<file path="src/rtl/gate_fb_pkg.sv">
// -----------------------------------------------------------------------------
// gate_fb_pkg
// Shared definitions for the gate feedback monitor:
//   - encoding of the per-channel command/feedback mismatch FSM
//   - default tick and debounce constants
//   - cnt_width(): number of bits needed to hold a value 0..max_val
// Optional feature macro used by the top level: GATE_FB_FAULT_CNT_EN
// -----------------------------------------------------------------------------
package gate_fb_pkg;

   typedef enum logic [1:0] {
      ST_IDLE  = 2'd0,
      ST_WAIT  = 2'd1,
      ST_FAULT = 2'd2
   } mm_state_t;

   localparam int CLK_FREQ_MHZ_DEF = 50;
   localparam int DEB_US_DEF       = 4;
   localparam int MISMATCH_US_DEF  = 20;

   // Smallest width able to represent every value in 0..max_val (at least 1 bit).
   function automatic int cnt_width(input int max_val);
      int w;
      w = 31;
      for (int i = 30; i >= 1; i--) begin
         if ((32'sd1 <<< i) > max_val) begin
            w = i;
         end
      end
      return w;
   endfunction

endpackage

</file>
<file path="src/rtl/fb_debounce.sv">
// -----------------------------------------------------------------------------
// fb_debounce
// One asynchronous feedback line: 2-FF synchroniser followed by a debouncer that
// samples on the 1 us tick. The debounced value flips after DEB_US consecutive
// tick samples that differ from it.
// INVERT=1 treats the line as active-low: the synchroniser idles high and the
// synchronised level is inverted before debouncing, so dout is active-high.
// Ports:
//   clk   in  system clock
//   rst   in  synchronous reset, active-high
//   tick  in  1-cycle sampling strobe (1 us)
//   din   in  asynchronous input line
//   dout  out debounced, active-high value (registered)
// -----------------------------------------------------------------------------
module fb_debounce
   import gate_fb_pkg::*;
#(
   parameter int DEB_US = DEB_US_DEF,
   parameter bit INVERT = 1'b0
) (
   input  logic clk,
   input  logic rst,
   input  logic tick,
   input  logic din,
   output logic dout
);

   localparam int CW = cnt_width(DEB_US);

   logic          sync1;
   logic          sync2;
   logic          sample;
   logic [CW-1:0] cnt;

   // Two-stage synchroniser; idles at the inactive level of the line.
   always_ff @(posedge clk) begin
      if (rst) begin
         sync1 <= INVERT;
         sync2 <= INVERT;
      end else begin
         sync1 <= din;
         sync2 <= sync1;
      end
   end

   assign sample = sync2 ^ INVERT;

   // Count consecutive differing tick samples; flip on the DEB_US-th one.
   always_ff @(posedge clk) begin
      if (rst) begin
         cnt  <= {CW{1'b0}};
         dout <= 1'b0;
      end else if (tick) begin
         if (sample == dout) begin
            cnt <= {CW{1'b0}};
         end else if (cnt == CW'(DEB_US - 1)) begin
            dout <= sample;
            cnt  <= {CW{1'b0}};
         end else begin
            cnt <= cnt + 1'b1;
         end
      end
   end

endmodule

</file>
<file path="src/rtl/gate_feedback_monitor.sv">
// -----------------------------------------------------------------------------
// gate_feedback_monitor
// Receive side of the IGBT/SCR gate drive path. Debounces gate feedback and
// DESAT lines, compares feedback with the commanded state, latches mismatch and
// DESAT faults and raises a registered trip request.
// Optional feature macro: GATE_FB_FAULT_CNT_EN adds fault_cnt, a saturating
// count of fault_any rising edges cleared only by sys_rst.
// Ports:
//   sys_clk, sys_rst       clock, synchronous active-high reset
//   IGBT_cmd, SCR_cmd      commanded on/off state (synchronous)
//   IGBT_fb, SCR_fb        gate / conduction feedback (asynchronous)
//   IGBT_desat_n           DESAT from driver, active-low (asynchronous)
//   fault_clr              1-cycle pulse clearing faults whose cause is gone
//   IGBT_fb_db, SCR_fb_db  debounced feedback
//   IGBT_fault, SCR_fault  latched mismatch faults
//   desat_flag             latched DESAT per IGBT
//   fault_any              OR of all latched fault bits
//   trip_req               fault_any delayed by one clock
//   fault_cnt              (GATE_FB_FAULT_CNT_EN only) fault_any rising edges
// -----------------------------------------------------------------------------
module gate_feedback_monitor
   import gate_fb_pkg::*;
#(
   parameter int CLK_FREQ_MHZ = CLK_FREQ_MHZ_DEF,
   parameter int N_IGBT       = 5,
   parameter int N_SCR        = 2,
   parameter int DEB_US       = DEB_US_DEF,
   parameter int MISMATCH_US  = MISMATCH_US_DEF
) (
   input  logic              sys_clk,
   input  logic              sys_rst,
   input  logic [N_IGBT-1:0] IGBT_cmd,
   input  logic [N_SCR-1:0]  SCR_cmd,
   input  logic [N_IGBT-1:0] IGBT_fb,
   input  logic [N_IGBT-1:0] IGBT_desat_n,
   input  logic [N_SCR-1:0]  SCR_fb,
   input  logic              fault_clr,
   output logic [N_IGBT-1:0] IGBT_fb_db,
   output logic [N_SCR-1:0]  SCR_fb_db,
   output logic [N_IGBT-1:0] IGBT_fault,
   output logic [N_SCR-1:0]  SCR_fault,
   output logic [N_IGBT-1:0] desat_flag,
   output logic              fault_any,
   output logic              trip_req
`ifdef GATE_FB_FAULT_CNT_EN
   ,
   output logic [7:0]        fault_cnt
`endif
);

   localparam int NCH = N_IGBT + N_SCR;
   localparam int PW  = cnt_width(CLK_FREQ_MHZ - 1);
   localparam int TW  = cnt_width(MISMATCH_US);

   logic [PW-1:0]     presc;
   logic              tick;
   logic [N_IGBT-1:0] desat_db;
   logic [NCH-1:0]    cmd_all;
   logic [NCH-1:0]    fb_all;
   logic [NCH-1:0]    eq;
   logic [NCH-1:0]    fault_vec;
   mm_state_t         state     [NCH];
   mm_state_t         state_nxt [NCH];
   logic [TW-1:0]     timer     [NCH];
   logic [TW-1:0]     timer_nxt [NCH];

   assign tick = (presc == PW'(CLK_FREQ_MHZ - 1));

   // 1 us prescaler, wraps to 0 on the tick cycle.
   always_ff @(posedge sys_clk) begin
      if (sys_rst) begin
         presc <= {PW{1'b0}};
      end else if (tick) begin
         presc <= {PW{1'b0}};
      end else begin
         presc <= presc + 1'b1;
      end
   end

   for (genvar i = 0; i < N_IGBT; i++) begin : g_igbt
      fb_debounce #(.DEB_US(DEB_US), .INVERT(1'b0)) u_fb (
         .clk(sys_clk), .rst(sys_rst), .tick(tick),
         .din(IGBT_fb[i]), .dout(IGBT_fb_db[i])
      );
      fb_debounce #(.DEB_US(DEB_US), .INVERT(1'b1)) u_desat (
         .clk(sys_clk), .rst(sys_rst), .tick(tick),
         .din(IGBT_desat_n[i]), .dout(desat_db[i])
      );
   end

   for (genvar j = 0; j < N_SCR; j++) begin : g_scr
      fb_debounce #(.DEB_US(DEB_US), .INVERT(1'b0)) u_fb (
         .clk(sys_clk), .rst(sys_rst), .tick(tick),
         .din(SCR_fb[j]), .dout(SCR_fb_db[j])
      );
   end

   assign cmd_all = {SCR_cmd, IGBT_cmd};
   assign fb_all  = {SCR_fb_db, IGBT_fb_db};
   assign eq      = ~(cmd_all ^ fb_all);

   // Mismatch FSM state and timer registers.
   always_ff @(posedge sys_clk) begin
      for (int c = 0; c < NCH; c++) begin
         if (sys_rst) begin
            state[c] <= ST_IDLE;
            timer[c] <= {TW{1'b0}};
         end else begin
            state[c] <= state_nxt[c];
            timer[c] <= timer_nxt[c];
         end
      end
   end

   // Mismatch FSM next state; in WAIT the fault takes precedence over fault_clr.
   always_comb begin
      for (int c = 0; c < NCH; c++) begin
         state_nxt[c] = state[c];
         timer_nxt[c] = timer[c];
         case (state[c])
            ST_IDLE: begin
               timer_nxt[c] = {TW{1'b0}};
               if (!eq[c]) begin
                  state_nxt[c] = ST_WAIT;
               end else begin
                  state_nxt[c] = ST_IDLE;
               end
            end
            ST_WAIT: begin
               if (eq[c]) begin
                  state_nxt[c] = ST_IDLE;
               end else if (timer[c] == TW'(MISMATCH_US)) begin
                  state_nxt[c] = ST_FAULT;
               end else if (tick && (timer[c] < TW'(MISMATCH_US))) begin
                  timer_nxt[c] = timer[c] + 1'b1;
               end else begin
                  timer_nxt[c] = timer[c];
               end
            end
            ST_FAULT: begin
               if (fault_clr && eq[c]) begin
                  state_nxt[c] = ST_IDLE;
               end else begin
                  state_nxt[c] = ST_FAULT;
               end
            end
            default: begin
               state_nxt[c] = ST_IDLE;
               timer_nxt[c] = {TW{1'b0}};
            end
         endcase
      end
   end

   // Fault bit decoded from the registered FSM state.
   always_comb begin
      for (int c = 0; c < NCH; c++) begin
         fault_vec[c] = (state[c] == ST_FAULT);
      end
   end

   assign IGBT_fault = fault_vec[N_IGBT-1:0];
   assign SCR_fault  = fault_vec[NCH-1:N_IGBT];

   // DESAT latch: set while commanded on; clearing needs the DESAT to be gone.
   always_ff @(posedge sys_clk) begin
      if (sys_rst) begin
         desat_flag <= {N_IGBT{1'b0}};
      end else begin
         desat_flag <= (desat_db & IGBT_cmd) |
                       (desat_flag & ~({N_IGBT{fault_clr}} & ~desat_db));
      end
   end

   assign fault_any = (|fault_vec) | (|desat_flag);

   // Trip request is fault_any delayed one clock.
   always_ff @(posedge sys_clk) begin
      if (sys_rst) begin
         trip_req <= 1'b0;
      end else begin
         trip_req <= fault_any;
      end
   end

`ifdef GATE_FB_FAULT_CNT_EN
   // Rising edge of fault_any is detected against its registered copy trip_req.
   always_ff @(posedge sys_clk) begin
      if (sys_rst) begin
         fault_cnt <= 8'd0;
      end else if (fault_any && !trip_req && (fault_cnt != 8'hFF)) begin
         fault_cnt <= fault_cnt + 8'd1;
      end
   end
`endif

endmodule
</file>
<file path="config.mk">
export PLATFORM = sky130hd
export DESIGN_NAME = gate_feedback_monitor
export DESIGN_NICKNAME = d
export VERILOG_FILES = /design/src/rtl/gate_fb_pkg.sv /design/src/rtl/fb_debounce.sv /design/src/rtl/gate_feedback_monitor.sv
export SDC_FILE = /design/constraint.sdc
export NUM_CORES = 1
export LEC_CHECK = 0
export ABC_AREA = 1
export CORE_MARGIN = 2
export CORE_UTILIZATION = 45
export CTS_CLUSTER_SIZE = 30
export DETAILED_ROUTE_END_ITERATION = 8
export PLACE_DENSITY_LB_ADDON = 0.15
export SLEW_MARGIN = 20
export SYNTH_ARGS = -nofsm -noshare
export SYNTH_HDL_FRONTEND = slang
export SYNTH_SLANG_ARGS = --single-unit
</file>
<file path="constraint.sdc">
create_clock -name sys_clk -period 1.8 [get_ports sys_clk]
set_clock_uncertainty 0.2 [all_clocks]
set_input_delay 0.36 -clock sys_clk [delete_from_list [all_inputs] [get_ports sys_clk]]
set_output_delay 0.36 -clock sys_clk [all_outputs]
set_load 0.01 [all_outputs]
</file>
==> results.toml, run 1 <==
[outcome]
outcome = "complete, but fails checks"
violations = "setup timing"

[clocking]
path_clk_slew_ns = 0.06
htreeDepth = 4
worstSkewPairLatency_ns = 0.41
cts_max_path_buffers = 2
cts_tree = "done"
hold_buffers = 0
cts-root-buf = "clkbuf_16"
cts_made_buffers = 17
cts.sinks = 133

[yosys]
yosys-top-cells-count = "171 x nand2_1, 133 x dfxtp_1, 130 x inv_1"
synth_cell_types = 37
yosysWarnings = 0
syn-num-nets = 948
avgSynthCellArea_um2 = 7.18
yosys.area.top_type_share_pct = 41.3
syn_area_um2 = 6450
synthArstFlopShare_pct = 0
synth_edf_count = 0
yosys-top-cells-area = "dfxtp_1 41%, nand2_1 10%, inv_1 7.6%"
ys_ff_latch = 133
synth_largest_area_cell = "dfxtp_1"
yosysSeqAreaShare_pct = 41.3
synthCells = 898
synth-main-ff-cell = "dfxtp_1"
synth.most_common_cell = "nand2_1"

[critical_path]
end_kind = "output port"
r2r-end = "timer[2][4]"
critPathTopFamily = "simple AND/OR/NAND/NOR gates"
rr_startpoint = "presc[1]"
worst_setup_path_start_kind = "flop"
crit_path_top_delay_cell = "dfxtp_2"
required_ns = 1.24
path_cells = "inv_2, nand2_2, o21ai_1, nor2_1, nand4_1, buf_2"
r2r_slack_ns = 0.10
cp_num_buf_inv = 2
critPathArrivalTime_ns = 1.39
timing.critical_path.fanout_max = 3
crit_path_max_incr_delay_ns = 0.34
path_class = "flop to output port"
cp.depth = 6
rr_worst_depth = 11

[detailed_routing]
drt-total-wl_mm = 14.4
drc = 0
antenna_left = 0
dr.first_iter.drc_count = 351
drt_pass1_iterations = 4
drt-vias-per-instance = 4.88
drt-wirelength-per-cell_um = 12.2
vias = 5768

[placed_design]
dp_hpwl_mm = 10.3
io_buffers = 42
gp_congestion = 0.863

[global_routing]
track_usage_pct = 19.8
grt_pass1_vias = 5038
grt_pass1_wl_mm = 23.7
grt_remaining_overflow = 0
antenna_found_initial = 0
grt_max_degree = 40

[sta]
finalSetupViolCount = 1
period_share_pct = 108
tightestPinTransition_ns = 0.338
layout_setup_ws_ns = -0.152
maxSlewHeadroom_pct = 77.4
finalCriticalPeriod_ns = 1.95
whs_ns = 0.199
fmax_ghz = 0.512
final-max-slew-violation-count = 0
hold_viol_final = 0
rsz0062_at_grt = "true"

[cells_and_area]
multi_input_area_um2 = 3200
seqCellArea_um2 = 2680
areaGrowthSynthToFinish_pct = 26.1
final_nets = 1038
final_util_pct = 58.4
nFillCells = 1319
num_antenna_cells = 0
drive_above_1_share_pct = 17.0

[hold_path]
min_path_type = "primary input to flop"
hp-start = "sys_rst"
hold_depth = 3
hold_end = "g_igbt[1].u_fb.sample"

[pwr]
vdd_ir_drop_max_uv = 798
p_leak_nw = 3.57
p_per_area_nw_per_um2 = 897

[floorplan]
initial_core_util_pct = 46.3
die-area_um2 = 15300
die_h_um = 124
io_pins = 43
row_count = 43
die_w_um = 124
core-area_um2 = 13900

[flow_run]
maxCapViolCount = 0
-- layout by cell type (no fill, tap or decap), drive strengths merged, types with 25 or more instances in the layout --
cell and count:
clkbuf 25, dfxtp 133, inv 132, nand3 81, buf 68, nor2 110, ha 28, a21oi 55
nand2 181, nand4 25, o21ai 44
-- worst max path at each step --
stage                             end     startpoint  slack [ns]
after detailed placement    fault_any    state[0][0]       -0.13
after global placement      fault_any  desat_flag[3]       -0.13
after floorplan           timer[4][0]       presc[0]        0.18
final                       fault_any    state[5][0]       -0.15
after CTS                   fault_any    state[5][0]       -0.22
after global routing        fault_any    state[5][0]       -0.23
-- worst min-delay path, stage by stage --
cell and delay [ns]:
buf_2 0.14, buf_12 0.18, nor2_1 0.10
-- through the flow --
stage               setup slack, ns  TNS [ns]  cell area [um2]  cells  power, mW
finish                       -0.152    -0.152             8130   1181       7.30
global route                 -0.228    -0.286             8130   1181       7.56
CTS                          -0.225    -0.238             8040   1180       7.33
detailed placement           -0.127     -2.60             7400   1146       3.65
global placement             -0.132     -2.21             7400   1146       3.65
floorplan                     0.182         0             6450    898       3.42
-- cell families (layout without fill, tap and decap cells) --
| group | after synthesis | after routing | share of synthesized area, % |
|---|---|---|---|
| AO/OA/AOI/OAI | 120 | 120 | 10.2 |
| adder cells (fa/ha/maj) | 28 | 28 | 5.43 |
| flip-flops | 133 | 133 | 41.3 |
| XOR/XNOR | 16 | 16 | 2.17 |
| buffers and inverters | 163 | 266 | 10.5 |
| AND/OR/NAND/NOR | 438 | 438 | 30.5 |
-- per-layer routing --
| metal | global-route usage [%] | wire length, um | up-vias |
|---|---|---|---|
| met5 | 0 | 0 | - |
| met4 | 7.10 | 226 | 0 |
| met3 | 4.03 | 480 | 19 |
| met2 | 30.6 | 6410 | 90 |
| met1 | 27.4 | 7330 | 2580 |
| li1 | - | - | 3079 |
-- what timing repair did --
action | CTS | global route
resized for setup | 57 | 40
endpoints found under the hold margin | 0 | 0
pin swaps | 3 | 10
setup endpoints to repair | 21 | 64
gates cloned | 0 | 0
buffers inserted | 2 | 2
-- flip-flops by register name (all words and copies together) (netlist names) --
name / cells
g_scr.u_fb.cnt: 6
g_scr.u_fb.sample: 2
g_scr.u_fb.dout: 2
g_igbt.u_desat.dout: 5
g_scr.u_fb.sync1: 2
desat_flag: 5
g_igbt.u_desat.sync2: 5
g_igbt.u_fb.dout: 5
trip_req: 1
presc: 6
g_igbt.u_fb.cnt: 15
timer: 35
state: 14
g_igbt.u_desat.sync1: 5
g_igbt.u_fb.sync1: 5
g_igbt.u_fb.sample: 5
g_igbt.u_desat.cnt: 15
-- where the power goes --
group | total, mW | leakage, nW | switching [mW] | internal [mW]
registers | 3.06 | 1.09 | 0.0488 | 3.01
clock network | 3.69 | 0.306 | 1.23 | 2.46
logic | 0.546 | 2.17 | 0.311 | 0.235
-- final cells by class --
class                      count  area share (%)
inverter                     132            6.09
clock buffer                  24            6.05
timing repair buffer         102            11.1
clock inverter                 8            1.78
sequential                   133            32.9
tap                          180            2.77
multi-input combinational    602            39.3
Power figures use the tool's default switching activity.
==> inputs of run 2 (changes only) <==
--- a/config.mk
+++ b/config.mk
@@ -6,8 +6,10 @@
 export NUM_CORES = 1
 export LEC_CHECK = 0
 export ABC_AREA = 1
-export CORE_MARGIN = 2
+export CORE_ASPECT_RATIO = 0.8
+export CORE_MARGIN = 4
 export CORE_UTILIZATION = 45
+export CTS_BUF_LIST = sky130_fd_sc_hd__clkbuf_16
 export CTS_CLUSTER_SIZE = 30
 export DETAILED_ROUTE_END_ITERATION = 8
 export PLACE_DENSITY_LB_ADDON = 0.15
==> results.toml, run 2 (same netlist as run 1, synthesis figures left out) <==
[global_routing]
track_usage_pct = 18.4
grt_pass1_wl_mm = 24.5
grt_pass1_vias = 5306
antenna_found_initial = 0
grt_max_degree = 37
grt_remaining_overflow = 0

[placed_design]
place_ws_ns = -0.282
dp.cells = 1146
gp_congestion = 0.884
io_buffers = 42
dp_hpwl_mm = 10.2

[clocking]
cts_tree = "done"
cts-root-buf = "clkbuf_16"
htreeDepth = 4
cts_made_buffers = 17
cts.sinks = 133
cts_max_path_buffers = 2
path_clk_slew_ns = 0.06
worstSkewPairLatency_ns = 0.41
hold_buffers = 0

[critical_path]
cpMostUsedCell = "nand2_2"
crit_path_top_delay_cell = "dfxtp_2"
critPathArrivalTime_ns = 1.47
rr_startpoint = "presc[1]"
path_cells = "inv_2, nand2_2, nand2_2, nor3_2, nand4_1, buf_2"
required_ns = 1.24
end_kind = "output port"
critPathTopFamily = "simple AND/OR/NAND/NOR gates"
worst_setup_path_start_kind = "flop"
timing.critical_path.fanout_max = 2
startpoint = "state[0][0]"
cp_num_buf_inv = 2
path_class = "flop to output port"
crit_path_max_incr_delay_ns = 0.33

[sta]
finalSetupViolCount = 1
maxSlewHeadroom_pct = 74.6
rsz0062_at_grt = "true"
whs_ns = 0.0980
tightestPinTransition_ns = 0.381
final-max-slew-violation-count = 0
layout_setup_ws_ns = -0.227
finalCriticalPeriod_ns = 2.03
fmax_ghz = 0.493
period_share_pct = 113
hold_viol_final = 0

[cells_and_area]
max_flop_register = "timer"
areaGrowthSynthToFinish_pct = 25.4
final_nets = 1039
num_antenna_cells = 0
layoutNonFillerInstCount = 1182
final_util_pct = 58.7
nFillCells = 1288
reg_top3 = "timer: 35 flops, g_igbt.u_desat.cnt: 15 flops, g_igbt.u_fb.cnt: 15 flops"
largest_reg_flops = 35
final_cell_mix = "162 x nand2_1, 130 x inv_1, 121 x dfxtp_1"
drive_above_1_share_pct = 16.1
final_common_cell = "nand2_1"

[detailed_routing]
drt-total-wl_mm = 14.6
antenna_left = 0
drt-vias-per-instance = 4.87
dr.first_iter.drc_count = 342
drt_pass1_iterations = 5
vias = 5751
drc = 0
drt-wirelength-per-cell_um = 12.3

[floorplan]
io_pins = 43
initial_core_util_pct = 46.8
core-area_um2 = 13800
die-area_um2 = 16300
row_count = 38
die_h_um = 115
die_w_um = 142

[pwr]
p_leak_nw = 3.57
p_per_area_nw_per_um2 = 863
vdd_ir_drop_max_uv = 700
finalPower_mw = 6.98

[hold_path]
min_path_type = "primary input to flop"
hp-start = "sys_rst"

[flow_run]
maxCapViolCount = 0

[outcome]
outcome = "complete, but fails checks"
violations = "setup timing"
==> run 2: metal layers <==
metal	vias up	routed length, um	GRT usage, %
met3	12	587	3.58
met2	98	6350	29.0
met4	0	146	5.88
met5	-	0	0
li1	3071	-	-
met1	2570	7510	25.5
==> run 2: timing repair <==
item,in CTS,in global routing
pin swaps,4,10
buffers inserted,2,2
endpoints found under the hold margin,0,0
gates cloned,0,1
setup endpoints to repair,21,47
resized for setup,59,28
==> run 2: metrics by stage <==
stage	instance area (um2)	setup TNS (ns)
floorplan	6450	0
global placement	7400	-3.08
detailed placement	7400	-3.72
CTS	7980	-0.246
global route	8090	-0.370
finish	8090	-0.227
==> run 2: worst paths after layout <==
| kind | depth (start not counted) | end | slack [ns] |
|---|---|---|---|
| setup reg to reg | 9 | g_igbt[2].u_fb.cnt[2] | 0.09 |
| hold / removal | 2 | g_igbt[1].u_fb.cnt[2] | 0.1 |
| setup / recovery | 6 | fault_any | -0.23 |
| hold reg to reg | 2 | g_scr[1].u_fb.sample | 0.20 |
==> run 2: layout make-up <==
type / count / area (um2) / share of cell area [%]
Multi-Input combinational cell: 602 / 3190 / 39.4
Sequential cell: 133 / 2680 / 33.1
Timing Repair Buffer: 103 / 931 / 11.5
Inverter: 132 / 495 / 6.13
Clock buffer: 17 / 425 / 5.26
Tap cell: 180 / 225 / 2.78
Clock inverter: 15 / 148 / 1.83
==> run 2: power breakdown <==
group	switching, mW	leakage (nW)	internal [mW]
clock	1.23	0.289	2.13
sequential	0.0439	1.09	3.01
combinational	0.318	2.20	0.239
total	1.60	3.57	5.38
==> inputs of run 3 (changes only) <==
--- a/config.mk
+++ b/config.mk
@@ -9,7 +9,7 @@
 export CORE_ASPECT_RATIO = 0.8
 export CORE_MARGIN = 4
 export CORE_UTILIZATION = 45
-export CTS_BUF_LIST = sky130_fd_sc_hd__clkbuf_16
+export CTS_BUF_LIST = sky130_fd_sc_hd__clkbuf_4 sky130_fd_sc_hd__clkbuf_8
 export CTS_CLUSTER_SIZE = 30
 export DETAILED_ROUTE_END_ITERATION = 8
 export PLACE_DENSITY_LB_ADDON = 0.15
==> results.toml, run 3 (same netlist as run 1, synthesis figures left out) <==
[cells_and_area]
drive_above_1_share_pct = 17.4
final_cell_mix = "161 x nand2_1, 124 x inv_1, 120 x dfxtp_1"
final_util_pct = 58.0
num_antenna_cells = 0
areaGrowthSynthToFinish_pct = 24.0
largest_reg_flops = 35
max_flop_register = "timer"
layoutNonFillerInstCount = 1182
reg_top3 = "timer: 35 flops, g_igbt.u_desat.cnt: 15 flops, g_igbt.u_fb.cnt: 15 flops"
final_nets = 1039
final_common_cell = "nand2_1"

[pwr]
finalPower_mw = 6.26
p_per_area_nw_per_um2 = 783
p_leak_nw = 3.50
vdd_ir_drop_max_uv = 482

[placed_design]
dp_hpwl_mm = 10.2
io_buffers = 42
gp_congestion = 0.884
dp.cells = 1146

[sta]
period_share_pct = 112
hold_viol_final = 0
tns_ns = -0.221
finalCriticalPeriod_ns = 2.02
whs_ns = 0.0703
maxSlewHeadroom_pct = 71.8
layout_setup_ws_ns = -0.221
fmax_ghz = 0.495
tightestPinTransition_ns = 0.420
rsz0062_at_grt = "true"
finalSetupViolCount = 1
final-max-slew-violation-count = 0

[critical_path]
required_ns = 1.24
worst_setup_path_start_kind = "flop"
end_kind = "output port"
critPathArrivalTime_ns = 1.46
r2r-end = "g_igbt[2].u_fb.cnt[0]"
critPathTopFamily = "simple AND/OR/NAND/NOR gates"
path_class = "flop to output port"
crit_path_max_incr_delay_ns = 0.34
rr_worst_depth = 9
rr_startpoint = "presc[1]"
r2r_slack_ns = 0.09
timing.critical_path.fanout_max = 2
cp_num_buf_inv = 1
crit_path_top_delay_cell = "dfxtp_2"
path_cells = "nor4_4, nand4_1, buf_2"

[detailed_routing]
drt_pass1_iterations = 5
drt-total-wl_mm = 14.5
drc = 0
dr.first_iter.drc_count = 332
drt-vias-per-instance = 4.84
vias = 5725
antenna_left = 0
drt-wirelength-per-cell_um = 12.3

[hold_path]
hp-start = "sys_rst"
hold_end = "g_igbt[1].u_fb.cnt[2]"
hold_depth = 2
min_path_type = "primary input to flop"

[floorplan]
die_w_um = 142
row_count = 38
initial_core_util_pct = 46.8
io_pins = 43
die-area_um2 = 16300
core-area_um2 = 13800
die_h_um = 115

[clocking]
cts_tree = "done"
worstSkewPairLatency_ns = 0.43
cts_made_buffers = 17
hold_buffers = 0
path_clk_slew_ns = 0.07
htreeDepth = 4
cts_max_path_buffers = 2
cts-root-buf = "clkbuf_8"
cts.sinks = 133

[global_routing]
grt_remaining_overflow = 0
grt_pass1_wl_mm = 24.3
grt_max_degree = 37
antenna_found_initial = 0
track_usage_pct = 18.3
grt_pass1_vias = 5243

[outcome]
outcome = "complete, but fails checks"
violations = "setup timing"

[flow_run]
maxCapViolCount = 0
==> run 3: cell types whose count changed in the layout (fill, tap and decap cells not counted), sizes merged <==
cell | previous run | this run
inv | 135 | 132
dlygate4sd2 | 13 | 11
clkdlybuf4s15 | 0 | 2
clkinv | 7 | 4
clkbuf | 18 | 24
==> run 3: metrics by stage <==
step,setup WS (ns),instance area (um2)
floorplan,0.182,6450
global placement,-0.220,7400
detailed placement,-0.282,7400
CTS,-0.279,7840
global route,-0.358,8000
finish,-0.221,8000
==> run 3: per-layer routing <==
layer / global-route usage [%] / wire, um / vias to the layer above
li1: - / - / 3070
met1: 25.3 / 7510 / 2549
met2: 28.5 / 6260 / 93
met3: 4.12 / 548 / 13
met4: 6.07 / 170 / 0
met5: 0 / 0 / -
==> run 3: power by group <==
part | switching, mW | internal, mW
Clock | 1.12 | 1.52
Sequential | 0.0448 | 3.01
Combinational | 0.324 | 0.242
==> run 3: what timing repair did <==
action	4_1_cts	5_1_grt
resized for setup	69	40
cloned	0	1
pin swaps	6	7
setup endpoints to repair	22	55
buffers inserted	2	1
==> run 3: how the worst max path moves through the flow <==
stage,from,endpoint,slack [ns],cells after the start
6_report,desat_flag[3],fault_any,-0.22,3
3_3_place_gp,desat_flag[3],fault_any,-0.22,3
2_1_floorplan,presc[0],timer[4][0],0.18,9
4_1_cts,state[0][0],fault_any,-0.28,6
3_5_place_dp,desat_flag[3],fault_any,-0.28,3
5_1_grt,desat_flag[3],fault_any,-0.36,3
==> run 3: final cells by class <==
type / count / area (um2)
Sequential cell: 133 / 2680
Clock buffer: 23 / 298
Inverter: 132 / 500
Multi-Input combinational cell: 602 / 3230
Tap cell: 180 / 225
Timing Repair Buffer: 103 / 941
Clock inverter: 9 / 125
Fill cell: 1300 / 5790
